## src/rtl/stage_event_logger.sv

```systemverilog
// Stage event logger: captures rising edges on NUM_EV level flags, timestamps
// them, arbitrates lowest channel first into a small FWFT FIFO, and counts
// edges lost because a channel already had an unsent capture.
module stage_event_logger #(
  parameter int NUM_EV     = 8,
  parameter int FIFO_DEPTH = 8,
  parameter int TS_WIDTH   = 29
) (
  input  logic                        clk,
  input  logic                        rst,
  input  logic                        enable_i,
  input  logic                        clear_i,
  input  logic [NUM_EV-1:0]           ev_i,
  output logic [TS_WIDTH+2:0]         out_data_o,
  output logic                        out_vld_o,
  input  logic                        out_rdy_i,
  output logic [$clog2(FIFO_DEPTH):0] fifo_cnt_o,
  output logic [15:0]                 ovf_cnt_o
);

  localparam int AW = $clog2(FIFO_DEPTH);
  localparam int CW = AW + 1;
  localparam int DW = TS_WIDTH + 3;
  localparam int IW = $clog2(NUM_EV + 1);

  logic [TS_WIDTH-1:0] ts_cnt_reg;
  logic [NUM_EV-1:0]   ev_prev_reg;
  logic [NUM_EV-1:0]   pend_vec;
  logic [TS_WIDTH-1:0] ts_k_vec [NUM_EV];
  logic [NUM_EV-1:0]   rise;
  logic [NUM_EV-1:0]   push_oh;
  logic [2:0]          sel_idx;
  logic                sel_vld;
  logic                push;
  logic                pop;
  logic                head_bypass;
  logic [DW-1:0]       push_data;

  logic [DW-1:0]       mem [FIFO_DEPTH];
  logic [AW-1:0]       wr_ptr_reg;
  logic [AW-1:0]       rd_ptr_reg;
  logic [AW-1:0]       rd_ptr_next;
  logic [CW-1:0]       cnt_reg;
  logic [CW-1:0]       cnt_next;
  logic                vld_reg;
  logic [DW-1:0]       data_reg;

  logic [15:0]         ovf_reg;
  logic [IW-1:0]       ovf_inc;
  logic [16:0]         ovf_sum;

  // Free-running timestamp, advances only while enabled; wraps naturally.
  always_ff @(posedge clk) begin
    if (rst) begin
      ts_cnt_reg <= '0;
    end else if (enable_i) begin
      ts_cnt_reg <= ts_cnt_reg + 1'b1;
    end
  end

  // Previous-cycle event levels for edge detection; keeps updating during clear.
  always_ff @(posedge clk) begin
    if (rst) begin
      ev_prev_reg <= '0;
    end else begin
      ev_prev_reg <= ev_i;
    end
  end

  // Clear suppresses capture in its cycle.
  assign rise = ev_i & ~ev_prev_reg & {NUM_EV{enable_i & ~clear_i}};

  // Lowest-index pending channel wins; push only when the pre-pop count has room.
  always_comb begin
    sel_vld = 1'b0;
    sel_idx = '0;
    for (int k = NUM_EV - 1; k >= 0; k--) begin
      if (pend_vec[k]) begin
        sel_vld = 1'b1;
        sel_idx = 3'(k);
      end
    end
    push      = sel_vld & ~clear_i & (cnt_reg < CW'(FIFO_DEPTH));
    push_oh   = '0;
    if (push) begin
      push_oh[sel_idx] = 1'b1;
    end
    push_data = {sel_idx, ts_k_vec[sel_idx]};
  end

  // Per-channel pending flag and captured timestamp. A rise in the same cycle
  // as this channel's push re-arms it with the fresh timestamp.
  generate
    for (genvar gi = 0; gi < NUM_EV; gi++) begin : g_ch
      logic                pend_reg;
      logic [TS_WIDTH-1:0] ts_k_reg;

      // Capture/arm, or retire on push.
      always_ff @(posedge clk) begin
        if (rst) begin
          pend_reg <= 1'b0;
          ts_k_reg <= '0;
        end else if (clear_i) begin
          pend_reg <= 1'b0;
        end else if (rise[gi] && (!pend_reg || push_oh[gi])) begin
          pend_reg <= 1'b1;
          ts_k_reg <= ts_cnt_reg;
        end else if (push_oh[gi]) begin
          pend_reg <= 1'b0;
        end
      end

      assign pend_vec[gi] = pend_reg;
      assign ts_k_vec[gi] = ts_k_reg;
    end
  endgenerate

  // Lost edges this cycle: rises on channels still holding an unsent capture.
  always_comb begin
    ovf_inc = '0;
    for (int k = 0; k < NUM_EV; k++) begin
      ovf_inc = ovf_inc + IW'(rise[k] & pend_vec[k] & ~push_oh[k]);
    end
    ovf_sum = {1'b0, ovf_reg} + 17'(ovf_inc);
  end

  // Saturating overflow counter.
  always_ff @(posedge clk) begin
    if (rst || clear_i) begin
      ovf_reg <= '0;
    end else if (ovf_sum[16]) begin
      ovf_reg <= 16'hFFFF;
    end else begin
      ovf_reg <= ovf_sum[15:0];
    end
  end

  // FIFO bookkeeping. When the pushed word becomes the head (queue empty after
  // any pop), it bypasses the RAM straight into the output register.
  assign pop         = vld_reg & out_rdy_i & ~clear_i;
  assign cnt_next    = cnt_reg + CW'(push) - CW'(pop);
  assign rd_ptr_next = rd_ptr_reg + AW'(pop);
  assign head_bypass = push & (cnt_reg == CW'(pop));

  // Storage array, write port only.
  always_ff @(posedge clk) begin
    if (push) begin
      mem[wr_ptr_reg] <= push_data;
    end
  end

  // Pointers, occupancy and the registered head word.
  always_ff @(posedge clk) begin
    if (rst) begin
      wr_ptr_reg <= '0;
      rd_ptr_reg <= '0;
      cnt_reg    <= '0;
      vld_reg    <= 1'b0;
      data_reg   <= '0;
    end else if (clear_i) begin
      wr_ptr_reg <= '0;
      rd_ptr_reg <= '0;
      cnt_reg    <= '0;
      vld_reg    <= 1'b0;
    end else begin
      wr_ptr_reg <= wr_ptr_reg + AW'(push);
      rd_ptr_reg <= rd_ptr_next;
      cnt_reg    <= cnt_next;
      vld_reg    <= (cnt_next != '0);
      if (cnt_next != '0) begin
        data_reg <= head_bypass ? push_data : mem[rd_ptr_next];
      end
    end
  end

  assign out_data_o = data_reg;
  assign out_vld_o  = vld_reg;
  assign fifo_cnt_o = cnt_reg;
  assign ovf_cnt_o  = ovf_reg;

endmodule

```

## config.mk

```make
export PLATFORM = sky130hd
export DESIGN_NAME = stage_event_logger
export DESIGN_NICKNAME = d
export VERILOG_FILES = /design/src/rtl/stage_event_logger.sv
export SDC_FILE = /design/constraint.sdc
export NUM_CORES = 1
export LEC_CHECK = 0
export BUFFER_PORTS_ARGS = -buffer_cell sky130_fd_sc_hd__buf_2
export CORE_ASPECT_RATIO = 1.75
export CORE_MARGIN = 3
export CORE_UTILIZATION = 50
export CTS_CLUSTER_DIAMETER = 30
export DETAILED_ROUTE_END_ITERATION = 10
export GPL_TIMING_DRIVEN = 0
export PLACE_DENSITY = 0.72
export SLEW_MARGIN = 20
export SYNTH_ARGS = -nofsm -noshare
export SYNTH_HDL_FRONTEND = slang
export SYNTH_SLANG_ARGS = --single-unit
```

## constraint.sdc

```tcl
create_clock -name clk -period 8.7 [get_ports clk]
set_input_delay 0.87 -clock clk [delete_from_list [all_inputs] [get_ports clk]]
set_output_delay 0.87 -clock clk [all_outputs]
set_load 0.01 [all_outputs]
```

==> results.toml, run 1 <==
[worst_setup_path]
crit_top_cell = "fa_1"
regToRegStartpoint = "g_ch[3].pend_reg"
worstPathCellList = "nor4_2 > a211o_1 > buf_2 > o21ai_1 > nor2_1 > fa_1 > inv_1 > fa_1 > fa_1 > inv_1 > ha_1 > fa_1 > inv_1 > fa_1 > nor2b_1 > o21ai_0 > a21o_1 > or3_1 > clkbuf_1 > a21oi_1"
slowest_delay_ns = 0.56
startpoint = "g_ch[3].pend_reg"
crit_path_end_kind = "flop"
arrival_ns = 6.39
cp_max_fo = 10
start_kind = "flop"
path_class = "flop to flop"
critical_path_buf_inv_count = 5
crit_family = "adder cells"
crit_slowest_cell = "fa_1"
worstPathRequired_ns = 9.20

[timing]
slew_violations = 0
finalClockSkew_ns = 0.0293
rsz0062_at_grt = "false"
worstMarginPinSlew_ns = 0.968
finalCritPeriodShare_pct = 67.7
tns_ns = 0
hold_ws_ns = 0.452
fin_crit_ns = 5.89
setup_viol = 0
hold_violations = 0
slew_headroom_pct = 35.5
max_freq_mhz = 170

[detailed_routing]
ant_nets = 0
routed_wl_um = 65100
vias = 16828
detail_route.wl_per_cell_um = 22.4
viasPerCell = 5.79
firstDrtPassIters = 5
drt_iter0_drc = 1436
drc = 0

[power]
p_leak_nw = 10.8
power.total_mw = 6.34
power_density_nw_per_um2 = 224
ir_drop_mv = 0.158

[hold_path]
hp-start = "g_ch[4].ts_k_reg[12]"
min_path_type = "flop to flop"

[cts]
post_cts_buffers = 0
clk_latency_ns = 0.59
clk_pin_slew_ns = 0.06
tritoncts = "built"
holdBufCountCts = 0
cts_made_buffers = 74
cts.sinks = 592
cts_root_buf = "clkbuf_16"
cts_resized = 0
cts_max_level = 3
clk_path_buf_depth = 3

[cells_and_area]
layout-drive-gt1-share_pct = 16.9
stdcell_count = 2905
diodes = 0
area.growth.synth_to_final_pct = 15.7
final_net_count = 2236
largest_reg_flops = 256
utilization_pct = 58.9

[floorplan]
placementRows = 106
die_x_um = 173
die_area_um2 = 51700
die_h_um = 299
core-area_um2 = 48000
start_util_pct = 50.9
ios = 66

[synth]
ys_types = 56
synth-edff-count = 256
syn_inst = 2036
async_reset_ff_share_pct = 0
ys_seq_area_share_pct = 58.9
synth_ff_type = "dfxtp_1"
syn-cell-area_um2 = 24500
ys_ff_latch = 592
syn_nets = 2072
syn_area_per_cell_um2 = 12.0
yosysWarningCount = 0

[placement]
gp_congestion = 0.887
hpwl_um = 47200
portBuffers = 63
dp_cells = 2772

[grt]
grt_usage_pct = 24.9
grt_pass1_vias = 17046
grt_max_degree = 21
antenna_found_initial = 0
grt-ovfl-total = 0
grt_first_pass_wirelength_um = 98900

[flow_run]
drv_cap = 0

[status]
status = "complete, no violations"
[routing by layer]
layer  wire (um)  vias to the layer above  part of all wire, %  global-route usage (%)
met2       33600                      689                   52                    44.8
met1       22600                     8268                   35                    27.0
met3        4180                      195                  6.4                    3.47
li1            -                     7676                    -                       -
met5           0                        -                    0                       0
met4        4750                        0                  7.3                    16.8
[kinds of logic after synthesis]
group           count (synthesis)  share of synthesized area, %
compound gates                302                          8.03
xor+xnor                       37                          1.33
fa+ha+maj                      23                          1.36
buf+inv                       181                          3.34
flops                         592                          58.9
mux                           330                          16.9
simple gates                  571                          10.1
[worst reg2reg max path: stages, from the launching register on]
cell	delay [ns]
dfxtp_1	0.37
nor4_2	0.46
a211o_1	0.19
buf_2	0.25
o21ai_1	0.17
nor2_1	0.18
fa_1	0.43
inv_1	0.09
fa_1	0.42
fa_1	0.56
inv_1	0.05
ha_1	0.22
fa_1	0.53
inv_1	0.07
fa_1	0.44
nor2b_1	0.15
o21ai_0	0.15
a21o_1	0.25
or3_1	0.42
clkbuf_1	0.26
a21oi_1	0.19
[power breakdown]
part           internal (mW)  switching, mW  total (mW)
clock                   1.84           1.20        3.04
combinational          0.132          0.228       0.360
sequential              2.92         0.0266        2.95
[Yosys cell counts (all sizes together) (4+ instances only)]
| cell type | n | area share (%) |
|---|---|---|
| and3 | 11 | 0.28 |
| and2 | 10 | 0.26 |
| clkbuf | 94 | 1.4 |
| xor2 | 23 | 0.82 |
| nor2 | 167 | 2.6 |
| mux2 | 29 | 1.3 |
| dfxtp | 336 | 28 |
| mux4 | 64 | 5.9 |
| mux2i | 237 | 9.7 |
| o22a | 58 | 2.1 |
| o211ai | 4 | 0.12 |
| edfxtp | 256 | 31 |
| or3 | 7 | 0.18 |
| o21ai | 16 | 0.33 |
| nor4 | 5 | 0.15 |
| fa | 6 | 0.49 |
| nor3 | 10 | 0.20 |
| nor3b | 6 | 0.18 |
| nand3b | 6 | 0.18 |
| a21o | 6 | 0.18 |
| a21oi | 146 | 3.0 |
| nand3 | 11 | 0.23 |
| o22ai | 29 | 0.74 |
| nand2 | 289 | 4.4 |
| a311oi | 30 | 1.1 |
| nor2b | 19 | 0.49 |
| xnor2 | 14 | 0.50 |
| ha | 17 | 0.87 |
| inv | 23 | 0.35 |
| nand2b | 8 | 0.20 |
| buf | 64 | 1.5 |
| nand4 | 12 | 0.37 |
[per-stage QoR]
step / instance area (um^2) / worst slack, ns
after floorplan: 24500 / 3.12
after global placement: 25600 / 0.468
after detailed placement: 25800 / 2.42
after CTS: 28300 / 2.82
after global routing: 28300 / 2.55
final: 28300 / 2.81
[cell type report]
| class | count | area, um^2 |
|---|---|---|
| inverters | 23 | 86.3 |
| flip-flops and latches | 592 | 14400 |
| well taps | 648 | 811 |
| plain buffers | 158 | 732 |
| multi-input cells | 1263 | 9270 |
| fillers | 3862 | 19700 |
| clock buffers | 88 | 1950 |
| repair buffers | 88 | 536 |
| clock inverters | 45 | 498 |
[worst paths after layout]
path	to	slack (ns)	cells past startpoint
setup / recovery	ovf_cnt_o[1]	2.81	20
hold / removal	g_ch[4].ts_k_reg[12]	0.45	2
setup reg to reg	ovf_cnt_o[1]	2.81	20
hold reg to reg	g_ch[4].ts_k_reg[12]	0.45	2
[cell usage in the layout (no fill, tap or decap), types with 7 or more instances in the layout]
master,n
o22a_1,58
clkbuf_1,103
a311oi_1,30
bufinv_16,7
dfxtp_1,336
xnor2_1,14
ha_1,17
o22ai_1,29
nand4_1,11
nor2b_1,19
clkinv_2,9
and3_1,11
clkbuf_16,75
inv_6,13
nand2_1,289
inv_1,21
edfxtp_1,256
nand2b_1,8
mux4_2,64
buf_4,27
a21oi_1,146
buf_2,109
mux2_2,29
or3_1,7
o21ai_0,11
nand3_1,11
nor2_1,164
mux2i_1,237
xor2_1,23
and2_1,10
(Power assumes the default switching activity.)
==> inputs of run 2 (changes only) <==
clock period = 5.9 ns   (was 8.7 ns; I/O delays follow)
==> run 2 against run 1 <==
Global-route usage unchanged. Clock power rose by 47%. Sequential share of layout area fell by 0.052 points. Routed wire length is essentially flat. Final cell count about the same. Worst hold slack lost 0.21 ns. Sequential cell count unchanged. Count of clock-buffer cells in the layout did not move. Critical path depth unchanged. Combinational power is 48% higher.
==> results.toml, run 2 (same netlist as run 1, synthesis figures left out) <==
[hold_path]
min_path_type = "input port to flop"

[cells_and_area]
layout-drive-gt1-share_pct = 17.1
largest_reg_flops = 256
diodes = 0
most-common-layout-cells = "dfxtp_1 (335), nand2_1 (289), edfxtp_1 (256)"
area.growth.synth_to_final_pct = 15.8
final_common_cell = "dfxtp_1"
final_net_count = 2237

[timing]
max_freq_mhz = 176
fin_crit_ns = 5.67
finalCritPeriodShare_pct = 96.2
slew_violations = 0
hold_violations = 0
setup_viol = 0
finalClockSkew_ns = 0.0258
worstMarginPinSlew_ns = 0.986
slew_headroom_pct = 34.2
tns_ns = 0

[cts]
holdBufCountCts = 0
cts.sinks = 592
clk_latency_ns = 0.59
tritoncts = "built"
cts_max_level = 3
clk_path_buf_depth = 3
cts_root_buf = "clkbuf_16"
cts_made_buffers = 74
clk_pin_slew_ns = 0.05

[placement]
gp_congestion = 0.887
portBuffers = 63
hpwl_um = 47200

[detailed_routing]
drc = 0
highest_layer = "met4"
drt_iter0_drc = 1435
vias = 16857
wl_met2_um = 33800
detail_route.wl_per_cell_um = 22.4
routed_wl_um = 65100
wl_met1_um = 23200
firstDrtPassIters = 6
ant_nets = 0
viasPerCell = 5.80
wl_met3_um = 3410

[floorplan]
placementRows = 106
die_area_um2 = 51700
die_x_um = 173
start_util_pct = 50.9
die_h_um = 299
ios = 66
core-area_um2 = 48000

[grt]
grt_first_pass_wirelength_um = 98900
grt-ovfl-total = 0
antenna_found_initial = 0
grt_pass1_vias = 17046
grt_usage_pct = 24.9
grt_max_degree = 21

[power]
power.total_mw = 9.36
ir_drop_mv = 0.230
power_density_nw_per_um2 = 330
p_leak_nw = 10.9

[worst_setup_path]
start_kind = "flop"
worstPathRequired_ns = 6.40
arrival_ns = 6.17
cp_max_fo = 10
crit_path_end_kind = "flop"
path_class = "flop to flop"

[flow_run]
drv_cap = 0

[status]
status = "complete, no violations"
## run 2: cell types whose count changed in the layout (fill, tap and decap cells not counted)
cell and change:
buf_4 +1, clkbuf_1 -1, clkbuf_4 +1, dfxtp_1 -1, dfxtp_2 +1, nor4_1 -1
nor4_4 +1, o21ai_1 -1, o21ai_2 +1
## run 2: final timing paths
check / from / endpoint / slack [ns] / cells past startpoint
worst max register to register: g_ch[4].pend_reg / ovf_cnt_o[1] / 0.23 / 20
worst min-delay path: ev_i[2] / ev_prev_reg[2] / 0.25 / 2
worst max-delay path: g_ch[4].pend_reg / ovf_cnt_o[1] / 0.23 / 20
worst min register to register: g_ch[4].ts_k_reg[12] / g_ch[4].ts_k_reg[12] / 0.45 / 2
## run 2: area by class of cell
type                    count  area, um^2
plain buffers             158         736
repair buffers             89         543
clock inverters            45         498
fillers                  3854       19700
well taps                 648         811
flip-flops and latches    592       14400
inverters                  23        86.3
multi-input cells        1263        9290
clock buffers              88        1950
## run 2: through the flow
step | utilization, % | instance area [um^2] | cells | hold slack, ns | setup slack [ns]
3_3_place_gp | 53.3 | 25600 | 2747 | 0.441 | -2.05
4_1_cts | 58.9 | 28300 | 2905 | 0.224 | 0.0151
2_1_floorplan | - | 24500 | 2036 | 0.436 | 0.601
3_5_place_dp | 53.8 | 25800 | 2772 | 0.446 | -0.0996
6_report | 59.0 | 28300 | 2906 | 0.247 | 0.225
5_1_grt | 59.0 | 28300 | 2906 | 0.242 | -0.00444
## run 2: metal layers
layer	track usage [%]	vias up
met5	0	-
met4	16.8	0
met3	3.47	196
met2	44.8	612
met1	27.0	8368
li1	-	7681
## run 2: power by group
part | total [mW] | switching [mW] | internal [mW] | leakage [nW]
combinational | 0.532 | 0.337 | 0.196 | 4.58
sequential | 4.35 | 0.0394 | 4.31 | 5.09
clock | 4.48 | 1.77 | 2.71 | 1.20
## run 2: what timing repair did
| item | in CTS | in global routing |
|---|---|---|
| endpoints found under the hold margin | 0 | 0 |
| resized for setup | 0 | 8 |
| buffers inserted | 0 | 1 |
| setup endpoints to repair | 0 | 12 |
## run 2: critical path, stage by stage (launching register included)
cell	delay [ns]
dfxtp_1	0.46
nor4_2	0.09
a211o_1	0.29
clkbuf_4	0.21
o21ai_2	0.21
nor2_1	0.09
fa_1	0.51
inv_1	0.06
fa_1	0.50
fa_1	0.56
inv_1	0.05
ha_1	0.22
fa_1	0.53
inv_1	0.07
fa_1	0.44
nor2b_1	0.15
o21ai_0	0.15
a21o_1	0.25
or3_1	0.42
buf_2	0.22
a21oi_1	0.15
==> inputs of run 3 (changes only) <==
ABC_AREA = 1   (was not set)
CORE_MARGIN = 5   (was 3)
==> run 3 against run 2 <==
Count of clock-buffer cells in the layout grew 4. Global-route usage grew 4.2 points. Synthesized cell count grew 39%. Die area grew 6.8%. Combinational power grew 60%. Area after synthesis grew 3.1%. Register-to-register slack gained 0.21 ns. Power grew 7.5%. Worst setup slack gained 0.21 ns. First-iteration DRC count grew 33%. Critical endpoint is now ovf_cnt_o[10]. Largest power group unchanged. Highest routed layer unchanged.
==> results.toml, run 3 <==
[status]
status = "complete, no violations"

[cts]
holdBufCountCts = 0
clk_latency_ns = 0.62
clk_path_buf_depth = 3
cts_made_buffers = 74
cts_max_level = 3
tritoncts = "built"
cts.sinks = 592
clk_pin_slew_ns = 0.05
cts_root_buf = "clkbuf_16"

[timing]
finalCritPeriodShare_pct = 92.6
max_freq_mhz = 183
setup_viol = 0
finalClockSkew_ns = 0.0328
worstMarginPinSlew_ns = 0.982
fin_ws_ns = 0.437
hold_violations = 0
fin_crit_ns = 5.46
slew_headroom_pct = 34.1
rsz0062_at_grt = "false"
slew_violations = 0
tns_ns = 0

[placement]
dp_cells = 3578
hpwl_um = 60600
dp_slack_ns = -0.129
placed_area_um2 = 26600
gp_congestion = 1.00
portBuffers = 64

[worst_setup_path]
regToRegStartpoint = "g_ch[5].pend_reg"
path_class = "flop to flop"
worstPathRequired_ns = 6.43
cp_max_fo = 5
arrival_ns = 5.99
crit_top_cell = "inv_1"
r2r-end = "ovf_cnt_o[10]"
start_kind = "flop"
worst-r2r-setup-slack_ns = 0.44
crit_slowest_cell = "fa_1"
slowest_delay_ns = 0.55
crit_path_end_kind = "flop"
r2r_cells = 26

[detailed_routing]
ant_nets = 0
detail_route.wl_per_cell_um = 22.3
routed_wl_um = 82800
viasPerCell = 5.81
drt_iter0_drc = 1903
drc = 0
vias = 21594
firstDrtPassIters = 8

[synth]
synth_ff_type = "dfxtp_1"
yosysMostFrequentCell = "o21ai_0"
syn_nets = 2875
synthTopCellsByArea = "edfxtp_1 (30%), dfxtp_1 (27%), o21ai_0 (7.8%)"
ys_ff_latch = 592
synth_top_area_cell = "edfxtp_1"
ys_seq_area_share_pct = 57.2
yosysTopAreaCellShare_pct = 30.5
syn-cell-area_um2 = 25200
ys_top_cells_by_count = "o21ai_0 (392), dfxtp_1 (336), inv_1 (324)"
yosysWarningCount = 0
synth-edff-count = 256
ys_types = 40
async_reset_ff_share_pct = 0
syn_inst = 2839
syn_area_per_cell_um2 = 8.88

[power]
combPwrFrac_pct = 8.5
swShare_pct = 25.3
ir_drop_mv = 0.228
power.total_mw = 10.1
seqPwrFrac_pct = 45.0
p_leak_nw = 11.2
p_sw_mw = 2.54
power_density_nw_per_um2 = 343
p_int_mw = 7.51
clkPwrFrac_pct = 46.5

[hold_path]
holdPathStages = 3
min_to = "ev_prev_reg[4]"
hp-start = "ev_i[4]"
min_path_type = "input port to flop"

[floorplan]
die_h_um = 307
ios = 66
die_x_um = 180
placementRows = 109
start_util_pct = 50.2
core-area_um2 = 50200
die_area_um2 = 55200

[grt]
grt_pass1_vias = 21604
antenna_found_initial = 0
grt_first_pass_wirelength_um = 124000
grt_usage_pct = 29.1
grt-ovfl-total = 0
grt_max_degree = 22

[cells_and_area]
stdcell_count = 3717
most-common-layout-cells = "o21ai_0 (391), dfxtp_1 (336), inv_1 (324)"
postLayoutCellArea_um2 = 29300
area.growth.synth_to_final_pct = 16.1
diodes = 0
final_net_count = 3028
largest_reg_flops = 256
layout-drive-gt1-share_pct = 9.73
final_common_cell = "o21ai_0"

[flow_run]
drv_cap = 0
run 3: cell types whose count changed after synthesis, sizes merged, moves of 29 or more:
cell / previous run / this run
nand3: 11 / 263
o221ai: 0 / 58
o22a: 58 / 0
inv: 23 / 329
a311oi: 30 / 0
mux4: 64 / 0
o21ai: 16 / 412
nor2: 167 / 214
mux2: 29 / 0
clkbuf: 94 / 162
a21oi: 146 / 320
mux2i: 237 / 0
a31oi: 2 / 31
run 3: stage by stage:
| stage | hold WS (ns) | util, % |
|---|---|---|
| floorplan | 0.430 | - |
| global placement | 0.439 | 52.5 |
| detailed placement | 0.444 | 53.1 |
| CTS | 0.191 | 58.2 |
| global route | 0.228 | 58.3 |
| finish | 0.212 | 58.3 |
run 3: area by class of cell:
type | count | area, um^2
plain buffers | 221 | 977
clock buffers | 92 | 2130
clock inverters | 43 | 445
fillers | 4444 | 20900
inverters | 331 | 1240
multi-input cells | 1695 | 8670
flip-flops and latches | 592 | 14400
well taps | 666 | 833
repair buffers | 77 | 561
run 3: worst max-delay path: cells and delay by family, from the launching register on:
kind / cells / cell delay (ns)
buffers and inverters: 8 / 0.70
adder cells (fa/ha/maj): 6 / 2.73
AO/OA/AOI/OAI: 2 / 0.33
AND/OR/NAND/NOR: 10 / 1.26
flip-flops: 1 / 0.38
run 3: power groups by stage:
stage	Clock [mW]	Combinational, mW	Sequential [mW]
final	4.68	0.851	4.53
after global routing	4.88	0.927	4.53
after CTS	4.70	0.832	4.52
after detailed placement	0	0.828	4.61
after global placement	0	0.800	4.61
after floorplan	0	0.499	4.60
run 3: how the worst max path moves through the flow:
stage               endpoint        startpoint  cells past startpoint
4_1_cts        ovf_cnt_o[10]  g_ch[1].pend_reg                     26
2_1_floorplan  ovf_cnt_o[14]           clear_i                     22
3_5_place_dp   ovf_cnt_o[10]  g_ch[5].pend_reg                     25
5_1_grt        ovf_cnt_o[10]  g_ch[5].pend_reg                     26
3_3_place_gp   ovf_cnt_o[10]  g_ch[5].pend_reg                     25
6_report       ovf_cnt_o[10]  g_ch[5].pend_reg                     26
run 3: timing repair:
| item | CTS | global route |
|---|---|---|
| endpoints found under the setup margin | 15 | 16 |
| pin swaps | 0 | 3 |
| resized for setup | 2 | 5 |
| setup buffers | 0 | 4 |
run 3: logic make-up after synthesis:
family,after synthesis,share of synthesized area [%]
AOI/OAI and AO/OA,830,17.6
xor gates and xnor gates,26,0.903
adders and majority gates,23,1.32
buffers and inverters,552,8.80
DFF,592,57.2
and+or+nand+nor,816,14.2
run 3: per-layer routing:
layer | wire (um) | global-route usage [%]
met3 | 5210 | 3.96
met5 | 0 | 0
met4 | 6480 | 21.4
met2 | 43000 | 53.6
met1 | 28100 | 30.0
